$ cat src/rtl/adder_pkg.sv
// Shared constants and types for the pipelined add/subtract unit.
package adder_pkg;

   localparam logic MODE_ADD       = 1'b0;
   localparam logic MODE_SUB       = 1'b1;
   localparam int   N_DEFAULT      = 32;
   localparam int   STAGES_DEFAULT = 4;

   typedef struct packed {
      logic c;
      logic v;
      logic z;
   } flags_t;

endpackage

$ cat src/rtl/adder_stage.sv
// One chunk of the pipelined adder: CHUNK-bit add with carry, plus the stage valid bit.
module adder_stage #(
   parameter int CHUNK = 8
) (
   input  logic             clk,
   input  logic             rst,
   input  logic             ld,
   input  logic             vin,
   input  logic [CHUNK-1:0] a,
   input  logic [CHUNK-1:0] b,
   input  logic             cin,
   output logic             v,
   output logic [CHUNK-1:0] s,
   output logic [CHUNK-1:0] s_nxt,
   output logic             c
);

   logic c_nxt;

   assign {c_nxt, s_nxt} = {1'b0, a} + {1'b0, b} + {{CHUNK{1'b0}}, cin};

   // data only moves with a real operation so results hold through bubbles
   always_ff @(posedge clk or posedge rst) begin
      if (rst) begin
         v <= 1'b0;
         s <= '0;
         c <= 1'b0;
      end else if (ld) begin
         v <= vin;
         if (vin) begin
            s <= s_nxt;
            c <= c_nxt;
         end
      end
   end

endmodule

$ cat src/rtl/pipe_adder.sv
// Pipelined n-bit add/subtract unit: carry ripples through one registered stage per
// chunk, with ready/valid handshakes and carry/overflow/zero flags.
module pipe_adder
   import adder_pkg::*;
#(
   parameter int n      = N_DEFAULT,
   parameter int STAGES = STAGES_DEFAULT
) (
   input  logic         clk,
   input  logic         rst,
   input  logic [n-1:0] A,
   input  logic [n-1:0] B,
   input  logic         SUB,
   input  logic         CIN,
   input  logic         in_valid,
   output logic         in_ready,
   output logic [n-1:0] OUT,
   output logic         C,
   output logic         V,
   output logic         Z,
   output logic         out_valid,
   input  logic         out_ready
);

   localparam int CHUNK = n / STAGES;

   logic [n-1:0]      bx;
   logic              c0;
   logic [STAGES-1:0] v, vin, ld, cy;
   logic [CHUNK-1:0]  sq    [STAGES];
   logic [CHUNK-1:0]  sn    [STAGES];
   logic [n-1:0]      opa   [STAGES];
   logic [n-1:0]      opb   [STAGES];
   logic [n-1:0]      lo    [STAGES];
   logic [n-1:0]      lo_in [STAGES];
   logic [n-1:0]      zw;
   logic              z_q;
   flags_t            fl;

   assign bx = (SUB == MODE_ADD) ? B : ~B;
   assign c0 = CIN ^ (SUB == MODE_SUB);

   // a stage may load when empty or when its successor is loading this cycle
   always_comb begin
      ld = '0;
      ld[STAGES-1] = !v[STAGES-1] || out_ready;
      for (int unsigned i = 1; i < STAGES; i++)
         ld[STAGES-1-i] = !v[STAGES-1-i] || ld[STAGES-i];
   end

   assign in_ready = !rst && ld[0];

   for (genvar k = 0; k < STAGES; k++) begin : g_stage
      logic [n-1:0] a_src, b_src, lo_src;
      logic [n-1:0] a_q, b_q, lo_q;
      logic         cin;

      if (k == 0) begin : g_first
         assign a_src  = A;
         assign b_src  = bx;
         assign cin    = c0;
         assign vin[0] = in_valid && in_ready;
         assign lo_src = '0;
      end else begin : g_next
         assign a_src  = opa[k-1];
         assign b_src  = opb[k-1];
         assign cin    = cy[k-1];
         assign vin[k] = v[k-1];
         always_comb begin
            lo_src = lo[k-1];
            lo_src[(k-1)*CHUNK +: CHUNK] = sq[k-1];
         end
      end

      adder_stage #(.CHUNK(CHUNK)) u_stage (
         .clk   (clk),
         .rst   (rst),
         .ld    (ld[k]),
         .vin   (vin[k]),
         .a     (a_src[k*CHUNK +: CHUNK]),
         .b     (b_src[k*CHUNK +: CHUNK]),
         .cin   (cin),
         .v     (v[k]),
         .s     (sq[k]),
         .s_nxt (sn[k]),
         .c     (cy[k])
      );

      always_ff @(posedge clk or posedge rst) begin
         if (rst) begin
            a_q  <= '0;
            b_q  <= '0;
            lo_q <= '0;
         end else if (ld[k] && vin[k]) begin
            a_q  <= a_src;
            b_q  <= b_src;
            lo_q <= lo_src;
         end
      end

      assign opa[k]   = a_q;
      assign opb[k]   = b_q;
      assign lo[k]    = lo_q;
      assign lo_in[k] = lo_src;
   end

   always_comb begin
      OUT = lo[STAGES-1];
      OUT[(STAGES-1)*CHUNK +: CHUNK] = sq[STAGES-1];
   end

   // zero flag is registered alongside the last stage so it reads 0 out of reset
   always_comb begin
      zw = lo_in[STAGES-1];
      zw[(STAGES-1)*CHUNK +: CHUNK] = sn[STAGES-1];
   end

   always_ff @(posedge clk or posedge rst) begin
      if (rst)
         z_q <= 1'b0;
      else if (ld[STAGES-1] && vin[STAGES-1])
         z_q <= ~|zw;
   end

   assign fl.c = cy[STAGES-1];
   assign fl.v = (opa[STAGES-1][n-1] == opb[STAGES-1][n-1]) && (OUT[n-1] != opa[STAGES-1][n-1]);
   assign fl.z = z_q;

   assign {C, V, Z}  = fl;
   assign out_valid  = v[STAGES-1];

endmodule

$ cat config.mk
export PLATFORM = sky130hd
export DESIGN_NAME = pipe_adder
export DESIGN_NICKNAME = d
export VERILOG_FILES = /design/src/rtl/adder_pkg.sv /design/src/rtl/adder_stage.sv /design/src/rtl/pipe_adder.sv
export SDC_FILE = /design/constraint.sdc
export NUM_CORES = 1
export LEC_CHECK = 0
export BUFFER_PORTS_ARGS = -buffer_cell sky130_fd_sc_hd__buf_2
export CORE_ASPECT_RATIO = 1.75
export CORE_MARGIN = 2
export CORE_UTILIZATION = 52
export DETAILED_ROUTE_END_ITERATION = 8
export GPL_TIMING_DRIVEN = 0
export PLACE_DENSITY = 0.77
export SLEW_MARGIN = 40
export SYNTH_ARGS = -nofsm -noshare
export SYNTH_HDL_FRONTEND = slang
export SYNTH_SLANG_ARGS = --single-unit
$ cat constraint.sdc
create_clock -name clk -period 5.6 [get_ports clk]
set_input_delay 0.28 -clock clk [delete_from_list [all_inputs] [get_ports clk]]
set_output_delay 0.28 -clock clk [all_outputs]
set_load 0.03 [all_outputs]
==> run_results.csv <==
group,metric,value,unit
final_layout,nets,899,
floorplan,ios,107,
floorplan,row_count,61,
yosys,async_reset_ff_share,100,%
yosys,synth_edf_count,0,
yosys,synthTopCellsByArea,"dfrtp_1 55%, mux2_1 9.7%, mux2_2 7.5%",
worst_setup_path,crit_arrival,3060,ps
floorplan,dieArea,17300,sq um
status,status,"finished, final reports clean",
timing,fin_setup_tns,0,ps
clock_network,cts_buffers,17,
yosys,synth_cell_types,48,
floorplan,die_x,100,um
route,wl_per_cell,17.0,um
timing,tightest_slew,641,ps
final_layout,multiInputGateArea,3550,sq um
timing,setup_violations,0,
worst_hold_path,hold_end,"g_stage[0].a_q[17]",
clock_network,cts_htree_levels,4,
route,ant_nets,0,
worst_setup_path,critical_path_class,"in2reg",
yosys,synth.avg_cell_area,12.7,sq um
worst_setup_path,r2r_cells,9,
clock_network,clkSinkCount,187,
route,first_pass_iters,4,
final_layout,regArea,4680,sq um
run,cap_violations,0,
power,vdd_ir_drop_max,188,uV
worst_setup_path,path_max_fanout,10,
clock_network,cts_tree,"yes",
placed_design,port_buffers,105,
worst_setup_path,crit_start,"SUB",
clock_network,clock_latency,430,ps
route,initialDrtViolationCount,189,
yosys,syn_nets,772,
clock_network,cts_root_buf,"clkbuf_16",
final_layout,nFillCells,1221,
placed_design,dp_hpwl,12.9,mm
yosys,synthFlopType,"dfrtp_1",
power,p_leak,4.64,nW
worst_setup_path,crit_path_max_incr_delay,450,ps
floorplan,initial_core_util,53.1,%
worst_setup_path,crit_chain,"clkbuf_1 -> buf_2 -> xor2_1 -> fa_1 -> fa_1 -> a21o_1 -> a21oi_1 -> o21ai_0 -> a21o_1 -> a211oi_1 -> a21oi_1",
floorplan,coreArea,15900,sq um
timing,hold_viol_final,0,
global_route,groute.usage.overall,21.3,%
route,viasPerCell,5.43,
final_layout,syn_to_final_growth,16.7,%
timing,rsz0062_at_grt,"no",
final_layout,final_cells,995,
clock_network,post_cts_resized,0,
worst_setup_path,rr_startpoint,"g_stage[2].a_q[24]",
power,power_density,487,nW/um^2
worst_setup_path,critical-path-slowest-cell,"fa_1",
yosys,synth_area_leader_cell,"dfrtp_1",
yosys,synth.most_common_cell,"dfrtp_1",
route,drc,0,
placed_design,routabilityCongestion,0.854,
worst_setup_path,r2r-end,"Z",
timing,finClkSkew,12.3,ps
yosys,yosys-top-cells-count,"187 x dfrtp_1, 73 x mux2_1, 57 x nand2_1",
global_route,grt_max_degree,76,
worst_setup_path,startpoint_type,"input port",
route,vias,5405,
timing,slew_headroom,57.3,%
route,routed_wl,16.9,mm
clock_network,post_cts_buffers,0,
final_layout,final_core_util,62.0,%
worst_setup_path,crit_required,5920,ps
worst_hold_path,hp-start,"A[17]",
worst_setup_path,crit_path_end_kind,"flop",
yosys,synth_seq_area_share,55.5,%
placed_design,dp.cells,962,
timing,final.hold.worst_slack,49.3,ps
clock_network,cts_max_path_buffers,2,
timing,slew_violations,0,
yosys,synth_area,8440,sq um
yosys,yosys_warnings,0,
yosys,synth_top_area_share,55.5,%
timing,timing.fmax,0.365,GHz
final_layout,n_antenna_cell,0,
yosys,netlist_instances,666,
global_route,grt.overflow.total,0,
global_route,antenna_found_initial,0,
worst_hold_path,hp-class,"in2reg",
worst_hold_path,whs_path_depth,2,
yosys,synth-seq-cells,187,
floorplan,fp.dieH,172,um
global_route,grt_pass1_vias,5817,
worst_setup_path,rrSetupSlack,3190,ps
timing,period_share,48.9,%
clock_network,cts.clk_slew.worst_paths,80,ps
timing,fin_crit,2740,ps
global_route,grt_pass1_wl,28.4,mm
final_layout,drive_gt1_share,26.4,%
==> state kept, by name (all words and copies together), names as in the netlist <==
signal             count
Z                      1
g_stage.a_q           49
g_stage.b_q           49
g_stage.lo_q          48
g_stage.u_stage.c      4
g_stage.u_stage.s     32
g_stage.u_stage.v      4
==> report_power, final <==
part	total, mW	internal, mW	switching, mW
Combinational	1.54	0.681	0.864
Sequential	2.08	1.79	0.298
Clock	1.16	0.611	0.550
Total	4.79	3.08	1.71
==> cell usage in the layout (no fill, tap or decap), drive strengths merged, types with 2 or more instances in the layout <==
cell	instances
xor2	16
nor2b	4
clkbuf	30
nand3b	2
dfrtp	187
a2111oi	2
a21o	6
inv	29
o21a	6
nor4	5
o31ai	3
ha	28
nor2	15
a41o	2
fa	8
a21oi	16
or2	2
xnor2	34
nand4	3
buf	123
o21bai	5
a211oi	3
clkinv	4
and2	2
or3	4
nand2	58
mux2	129
nand2b	3
nor3	10
o21ai	55
==> cells by family (layout without fill, tap and decap cells) <==
family          after synthesis  after routing  synth area share, %
compound gates              104            104                 7.48
xor+xnor                     50             50                 5.19
fa+ha+maj                    36             36                 6.05
buf+inv                      48            188                 2.46
flops                       187            187                 55.5
mux                         130            130                 17.3
simple gates                111            111                 6.01
==> worst max-delay path: cells and delay by family <==
kind / cells / cell delay [ps]
compound gates: 6 / 1100
fa+ha+maj: 2 / 870
buf+inv: 2 / 670
xor+xnor: 1 / 140
==> timing repair <==
action                                  4_1_cts  5_1_grt
endpoints found under the setup margin        0        0
hold endpoints to repair                     51        0
hold buffers                                  1        0
==> routing by layer <==
layer  wire length, um  global-route usage, %
met4               509                   8.99
met3               511                   3.44
met2              9190                   38.7
met5                 0                      0
met1              6680                   24.5
==> through the flow <==
stage          cell area [sq um]  setup WS, ps  power (mW)
2_1_floorplan               8440           235        3.16
3_3_place_gp                9200         -1270        3.56
3_5_place_dp                9260          2370        3.65
4_1_cts                     9840          2830        4.83
5_1_grt                     9840          2720        5.07
6_report                    9840          2860        4.79
==> worst max-delay path by stage <==
stage,depth (start not counted),to,slack [ps]
finish,11,g_stage[0].u_stage.c,2860
global route,11,g_stage[0].u_stage.c,2720
CTS,11,g_stage[0].u_stage.c,2830
detailed placement,11,g_stage[0].u_stage.c,2370
global placement,2,g_stage[0].a_q[25],-1270
floorplan,1,Z,230
==> cell type report <==
type | instances | area share [%]
Buffer | 27 | 1.31
Clock buffer | 19 | 4.60
Clock inverter | 13 | 1.22
Inverter | 21 | 0.877
Multi-Input combinational cell | 431 | 36.0
Sequential cell | 187 | 47.5
Tap cell | 189 | 2.40
Timing Repair Buffer | 108 | 6.00
Power figures use the tool's default switching activity.
